--- src/rtl/instr_fetch_queue.sv ---
// Prefetch queue between instruction memory and the IF/ID register: owns the fetch PC,
// buffers {pc+4, instr} pairs in a circular FIFO and presents the head to decode.
module instr_fetch_queue #(
  parameter int          DEPTH     = 4,
  parameter logic [31:0] RESET_PC  = 32'h0000_0000,
  parameter logic [31:0] NOP_INSTR = 32'h0041_0020
) (
  input  logic                     clk,
  input  logic                     rst_n,
  input  logic                     flush,
  input  logic [31:0]              flush_pc,
  output logic [31:0]              imem_addr,
  input  logic [31:0]              imem_rdata,
  input  logic                     id_ready,
  output logic                     id_valid,
  output logic [31:0]              id_pc,
  output logic [31:0]              id_instr,
  output logic [$clog2(DEPTH):0]   count
);

  localparam int AW = $clog2(DEPTH);
  localparam int CW = AW + 1;
  localparam logic [CW-1:0] FULL = CW'(DEPTH);

  logic [31:0]   fetch_pc_q, fetch_pc_d;
  logic [AW-1:0] rd_ptr_q, rd_ptr_d;
  logic [AW-1:0] wr_ptr_q, wr_ptr_d;
  logic [CW-1:0] count_q, count_d;

  // Storage is data-only; validity is tracked by count_q, so no reset needed.
  logic [31:0]   mem_pc_q    [DEPTH];
  logic [31:0]   mem_instr_q [DEPTH];

  logic          not_empty;
  logic          deq;
  logic          enq;
  logic [31:0]   fetch_pc_plus4;

  assign not_empty      = (count_q != '0);
  assign deq            = id_ready & not_empty & ~flush;
  // A full queue may still fetch when the head leaves in the same cycle.
  assign enq            = ~flush & ((count_q < FULL) | deq);
  assign fetch_pc_plus4 = fetch_pc_q + 32'd4;

  always_comb begin
    fetch_pc_d = fetch_pc_q;
    rd_ptr_d   = rd_ptr_q;
    wr_ptr_d   = wr_ptr_q;
    count_d    = count_q;
    if (flush) begin
      fetch_pc_d = flush_pc;
      rd_ptr_d   = '0;
      wr_ptr_d   = '0;
      count_d    = '0;
    end else begin
      if (enq) begin
        fetch_pc_d = fetch_pc_plus4;
        wr_ptr_d   = wr_ptr_q + 1'b1;
      end
      if (deq) begin
        rd_ptr_d = rd_ptr_q + 1'b1;
      end
      if (enq && !deq) begin
        count_d = count_q + 1'b1;
      end else if (deq && !enq) begin
        count_d = count_q - 1'b1;
      end
    end
  end

  always_ff @(posedge clk) begin
    if (!rst_n) begin
      fetch_pc_q <= RESET_PC;
      rd_ptr_q   <= '0;
      wr_ptr_q   <= '0;
      count_q    <= '0;
    end else begin
      fetch_pc_q <= fetch_pc_d;
      rd_ptr_q   <= rd_ptr_d;
      wr_ptr_q   <= wr_ptr_d;
      count_q    <= count_d;
    end
  end

  // Reset must also block writes so a reset cycle never deposits an entry.
  always_ff @(posedge clk) begin
    if (rst_n && enq) begin
      mem_pc_q[wr_ptr_q]    <= fetch_pc_plus4;
      mem_instr_q[wr_ptr_q] <= imem_rdata;
    end
  end

  assign imem_addr = fetch_pc_q;
  assign count     = count_q;
  assign id_valid  = not_empty & ~flush;
  assign id_pc     = id_valid ? mem_pc_q[rd_ptr_q]    : 32'd0;
  assign id_instr  = id_valid ? mem_instr_q[rd_ptr_q] : NOP_INSTR;

endmodule

--- config.mk ---
export PLATFORM = sky130hd
export DESIGN_NAME = instr_fetch_queue
export DESIGN_NICKNAME = d
export VERILOG_FILES = /design/src/rtl/instr_fetch_queue.sv
export SDC_FILE = /design/constraint.sdc
export NUM_CORES = 1
export LEC_CHECK = 0
export CAP_MARGIN = 20
export CORE_ASPECT_RATIO = 1.4
export CORE_UTILIZATION = 55
export CTS_CLUSTER_SIZE = 12
export DETAILED_ROUTE_END_ITERATION = 16
export PLACE_DENSITY = 0.91
export SETUP_SLACK_MARGIN = 0.05
export SYNTH_ARGS = -nofsm -noshare
export SYNTH_HDL_FRONTEND = slang
export SYNTH_SLANG_ARGS = --single-unit
--- constraint.sdc ---
create_clock -name clk -period 5.64 [get_ports clk]
set_clock_uncertainty 0.1 [all_clocks]
set_input_delay 1.128 -clock clk [delete_from_list [all_inputs] [get_ports clk]]
set_output_delay 1.128 -clock clk [all_outputs]
set_load 0.02 [all_outputs]
# Word-level counts from Yosys, hierarchy flattened
# Memory sizes are Yosys's and may differ from the RTL's. A register that Yosys moved wholly into a read port is not among the register bits.
# Cells that the tools add are included.
# classes
n_addsub,5
order_cmp,1
muxes,12
bitwise,7
n_reduce_logical,9
# ops
op,count
2-to-1 mux 32 bit,4
"adder 32 x 3 -> 32 bit, second input constant",1
2-to-1 mux 2 bit,4
2-to-1 mux 3 bit,2
"adder 2 x 1 -> 2 bit, second input constant",2
AND 1 bit,4
nonzero test 2 bit,2
"adder 3 x 1 -> 3 bit, second input constant",1
logical AND 1 bit,3
"less-than comparator 3 bit, second input constant",1
nonzero test 3 bit,1
"subtractor 3 x 1 -> 3 bit, second input constant",1
zero test 1 bit,2
2-to-1 mux 1 bit,2
inverter 1 bit,2
OR reduction 2 bit,1
OR 1 bit,1
# totals
regBits,39
ram_bits,256
input_bits,68
wordCells,40
memories,2
# memory_table
name,words,width,read_ports,rd_ports_with_merged_regs,wr,line_no,source
mem_instr_q,4,32,1,1,1,32,logic [31:0] mem_instr_q [DEPTH];
mem_pc_q,4,32,1,1,1,31,logic [31:0] mem_pc_q [DEPTH];

# Depth between registers and ports, before layout
# depth
word_depth,9
mapped_depth,10
ltp_nobuf,9

# Least setup slack after synthesis
# No wires, ideal clock.
# synth_timing
path_kind,in2reg
startpoint,input port flush
endpoint,memory mem_instr_q[0][0] (enable)
t_arrival_ns,3.801
required_time_ns,5.111
path_slack_ns,1.310
stages,6
cell_sequence,clkbuf_1 -> nand2b_1 -> clkbuf_1 -> a21oi_1 -> clkbuf_1 -> and2_1
# synth_via
elab_chain_cells,7
# synth_lines
element,line_no,source
start: declaration,10,"input logic flush,"
inverter 1 bit (*),"40, 42",
AND 1 bit,40,assign deq = id_ready & not_empty & ~flush;
OR 1 bit,42,assign enq = ~flush & ((count_q < FULL) | deq);
AND 1 bit (*),42,
logical AND 1 bit (*),87,if (rst_n && enq) begin
2-to-1 mux 1 bit (*),87,
2-to-1 mux 1 bit (not written as such) (*),89,mem_instr_q[wr_ptr_q] <= imem_rdata;
end: declaration,32,
# Every way passes the cells marked *; elsewhere a longest branch is shown, timed or not.

# Worst setup path in the final report
# layout_timing
startpoint,input port flush
endpoint,output port id_pc[13]
# layout_via
elab_chain_cells,3
# layout_lines
element,line_no,source
inverter 1 bit,95,assign id_valid = not_empty & ~flush;
AND 1 bit,95,
2-to-1 mux 32 bit,96,assign id_pc = id_valid ? mem_pc_q[rd_ptr_q] : 32'd0;
end: declaration,16,"output logic [31:0] id_pc,"
# No other way between the ends.

==> results.py <==
metrics = {
    "outcome": {
        "outcome": "finished clean",
    },
    "die": {
        "initial_core_util_pct": 56.5,
        "rows": 64,
        "coreArea_sq_um": 22100,
        "die_w_um": 129,
        "io_pins": 168,
        "die_h_um": 180,
        "die-area_sq_um": 23300,
    },
    "setup_path": {
        "r2r_cells": 9,
        "crit_type": "in -> out",
        "crit_path_max_fanout": 51,
        "crit_path_start_kind": "input port",
        "worst_ep_arrival_time_ns": 3.23,
        "cp-end-kind": "primary output",
        "critPathRequiredTime_ns": 4.41,
    },
    "routing": {
        "wirelength_um": 26400,
        "wl_per_cell_um": 21.0,
        "dr.pass1.iters": 5,
        "drt_iter0_drc": 640,
        "drc_errors": 0,
        "vias": 7477,
        "final_antenna_net_count": 0,
        "vias_per_cell": 5.95,
    },
    "pwr": {
        "power_density_nw_per_um2": 302,
        "p_leak_nw": 4.93,
        "peakVddDrop_mv": 0.250,
    },
    "clocking": {
        "clk_latency_ns": 0.54,
        "cts_tree": "done",
        "post_cts_buffers": 0,
        "cts_resized": 0,
        "clockBufferDepth": 3,
        "cts_num_sinks": 297,
        "cts_htree_levels": 1,
        "holdBufCountCts": 0,
        "numCtsBuffers": 28,
        "cts-root-buf": "clkbuf_16",
        "clk_pin_slew_ns": 0.06,
    },
    "synth": {
        "synth_cell_type_count": 56,
        "synth-main-ff-cell": "edfxtp_1",
        "synth-seq-cells": 297,
        "ys_top_cells_by_area": "edfxtp_1 62%, mux4_2 12%, dfxtp_1 6.6%, and2_1 3.6%, xnor2_1 1.5%",
        "yosysTopAreaCellShare_pct": 61.5,
        "synth.cell_area_sq_um": 12500,
        "syn_inst": 774,
        "seq_area_frac_synth_pct": 68.1,
        "yosys_warnings": 0,
        "synth_nets": 849,
        "synth-edff-count": 256,
        "ys_async_sr_fraction_pct": 0,
        "synth_area_leader_cell": "edfxtp_1",
        "syn_avg_cell_area_sq_um": 16.1,
    },
    "cells_and_area": {
        "mostFrequentLayoutCells": "256 x edfxtp_1, 167 x clkdlybuf4s50_1, 67 x and2_1",
        "layout_commonest_cell": "edfxtp_1",
        "final_cells": 1257,
        "syn2layout_area_growth_pct": 22.8,
        "fillers": 1420,
        "drive_gt1_share_pct": 13.2,
        "final_area_sq_um": 15300,
        "diodes": 0,
        "nets": 1014,
        "finalCoreUtilization_pct": 69.4,
    },
    "sta": {
        "period_needed_ns": 4.45,
        "report.final.hold_viol_count": 0,
        "setup_slack_ns": 1.19,
        "setup_violations": 0,
        "relSlewSlack_pct": 33.9,
        "max_freq_mhz": 224,
        "fin_crit_sh_pct": 79.0,
        "tightest_slew_ns": 0.991,
        "drv_slew": 0,
        "rsz0062_at_grt": "no",
        "setup_tns_ns": 0,
    },
    "placed_design": {
        "io_buffers": 167,
        "place_ws_ns": 1.19,
        "globalplace.congestion": 0.880,
        "hpwl_um": 16900,
        "dp_cells": 1205,
        "placed_cell_area_sq_um": 14500,
    },
    "global_route": {
        "grt_pass1_vias": 7597,
        "grt_start_max_net_pins": 65,
        "grt_usage_pct": 23.5,
        "grt_pass1_wl_um": 41400,
        "antenna_found_initial": 0,
        "globalRouteOverflowTotal": 0,
    },
    "job": {
        "max-cap-violations": 0,
    },
    "worst_hold_path": {
        "min_path_cells": 2,
        "hold_class": "reg -> reg",
    },
}
-- metrics by stage --
step,total power [W],hold WS (ns)
3_3_place_gp,0.00296,0.381
4_1_cts,0.00467,0.392
6_report,0.00464,0.390
2_1_floorplan,0.00276,0.365
5_1_grt,0.00478,0.428
3_5_place_dp,0.00297,0.384
-- final timing paths --
| kind | startpoint | endpoint | slack, ns |
|---|---|---|---|
| hold reg to reg | wr_ptr_q[1]$_SDFFE_PP0N_ | wr_ptr_q[1]$_SDFFE_PP0N_ | 0.39 |
| setup reg to reg | count[2]$_SDFFE_PP0P_ | count[2]$_SDFFE_PP0P_ | 2.67 |
| setup / recovery | flush | id_pc[13] | 1.19 |
| hold / removal | wr_ptr_q[1]$_SDFFE_PP0N_ | wr_ptr_q[1]$_SDFFE_PP0N_ | 0.39 |
-- worst max-delay path: stages --
cell             delay, ns
clkdlybuf4s50_1       0.47
nor2_4                0.28
buf_4                 0.41
and2_1                0.23
clkdlybuf4s50_1       0.66
-- per-layer routing --
layer / up-vias / global-route usage (%) / part of all wire [%]
li1: 3365 / - / -
met3: 48 / 3.21 / 6.2
met5: - / 0 / 0
met2: 325 / 40.3 / 52
met4: 0 / 8.61 / 2.9
met1: 3739 / 30.4 / 39
-- sequential cells by signal, indices dropped and copies added (netlist names), named ones only --
name and cells:
rd_ptr_q 2, count 3, wr_ptr_q 2, mem_instr_q 128
imem_addr 32, mem_pc_q 128
-- cells in the mapped netlist (all sizes together) (4+ instances only) --
| library cell | number |
|---|---|
| nand3 | 18 |
| and2 | 72 |
| a31oi | 12 |
| mux4 | 64 |
| xnor2 | 22 |
| edfxtp | 256 |
| o41ai | 4 |
| nor2b | 5 |
| a21oi | 9 |
| and3 | 8 |
| o31ai | 5 |
| or3 | 12 |
| buf | 17 |
| nor2 | 26 |
| dfxtp | 41 |
| nor4 | 4 |
| xor2 | 14 |
| nor3 | 13 |
| nand2b | 4 |
| o21ai | 26 |
| inv | 15 |
| nand2 | 22 |
| and4 | 6 |
| or4 | 8 |
| a211oi | 4 |
| nand4 | 8 |
| a311oi | 6 |
| ha | 6 |
| clkbuf | 34 |
-- final cells by class --
class / count / area (sq um) / share of cell area, %
clock buffer: 51 / 818 / 5.33
inverter: 15 / 56.3 / 0.367
multi-input combinational: 411 / 3740 / 24.4
sequential: 297 / 8520 / 55.5
tap: 297 / 372 / 2.42
timing repair buffer: 186 / 1850 / 12.0
-- cell families (layout without fill, tap and decap cells) --
group / count (synthesis) / in the layout / share of synthesized area [%]
buffers and inverters: 66 / 252 / 2.16
AOI/OAI and AO/OA: 86 / 86 / 4.67
muxes: 67 / 67 / 11.8
and+or+nand+nor: 215 / 215 / 10.0
adders and majority gates: 7 / 7 / 0.761
DFF: 297 / 297 / 68.1
xor gates and xnor gates: 36 / 36 / 2.52
-- report_power, final --
group / internal [W] / switching [W] / total (W)
clock network: 0.000968 / 0.000741 / 0.00171
logic: 0.000204 / 0.000222 / 0.000426
registers: 0.00246 / 0.0000491 / 0.00250
Power figures use the tool's default switching activity.
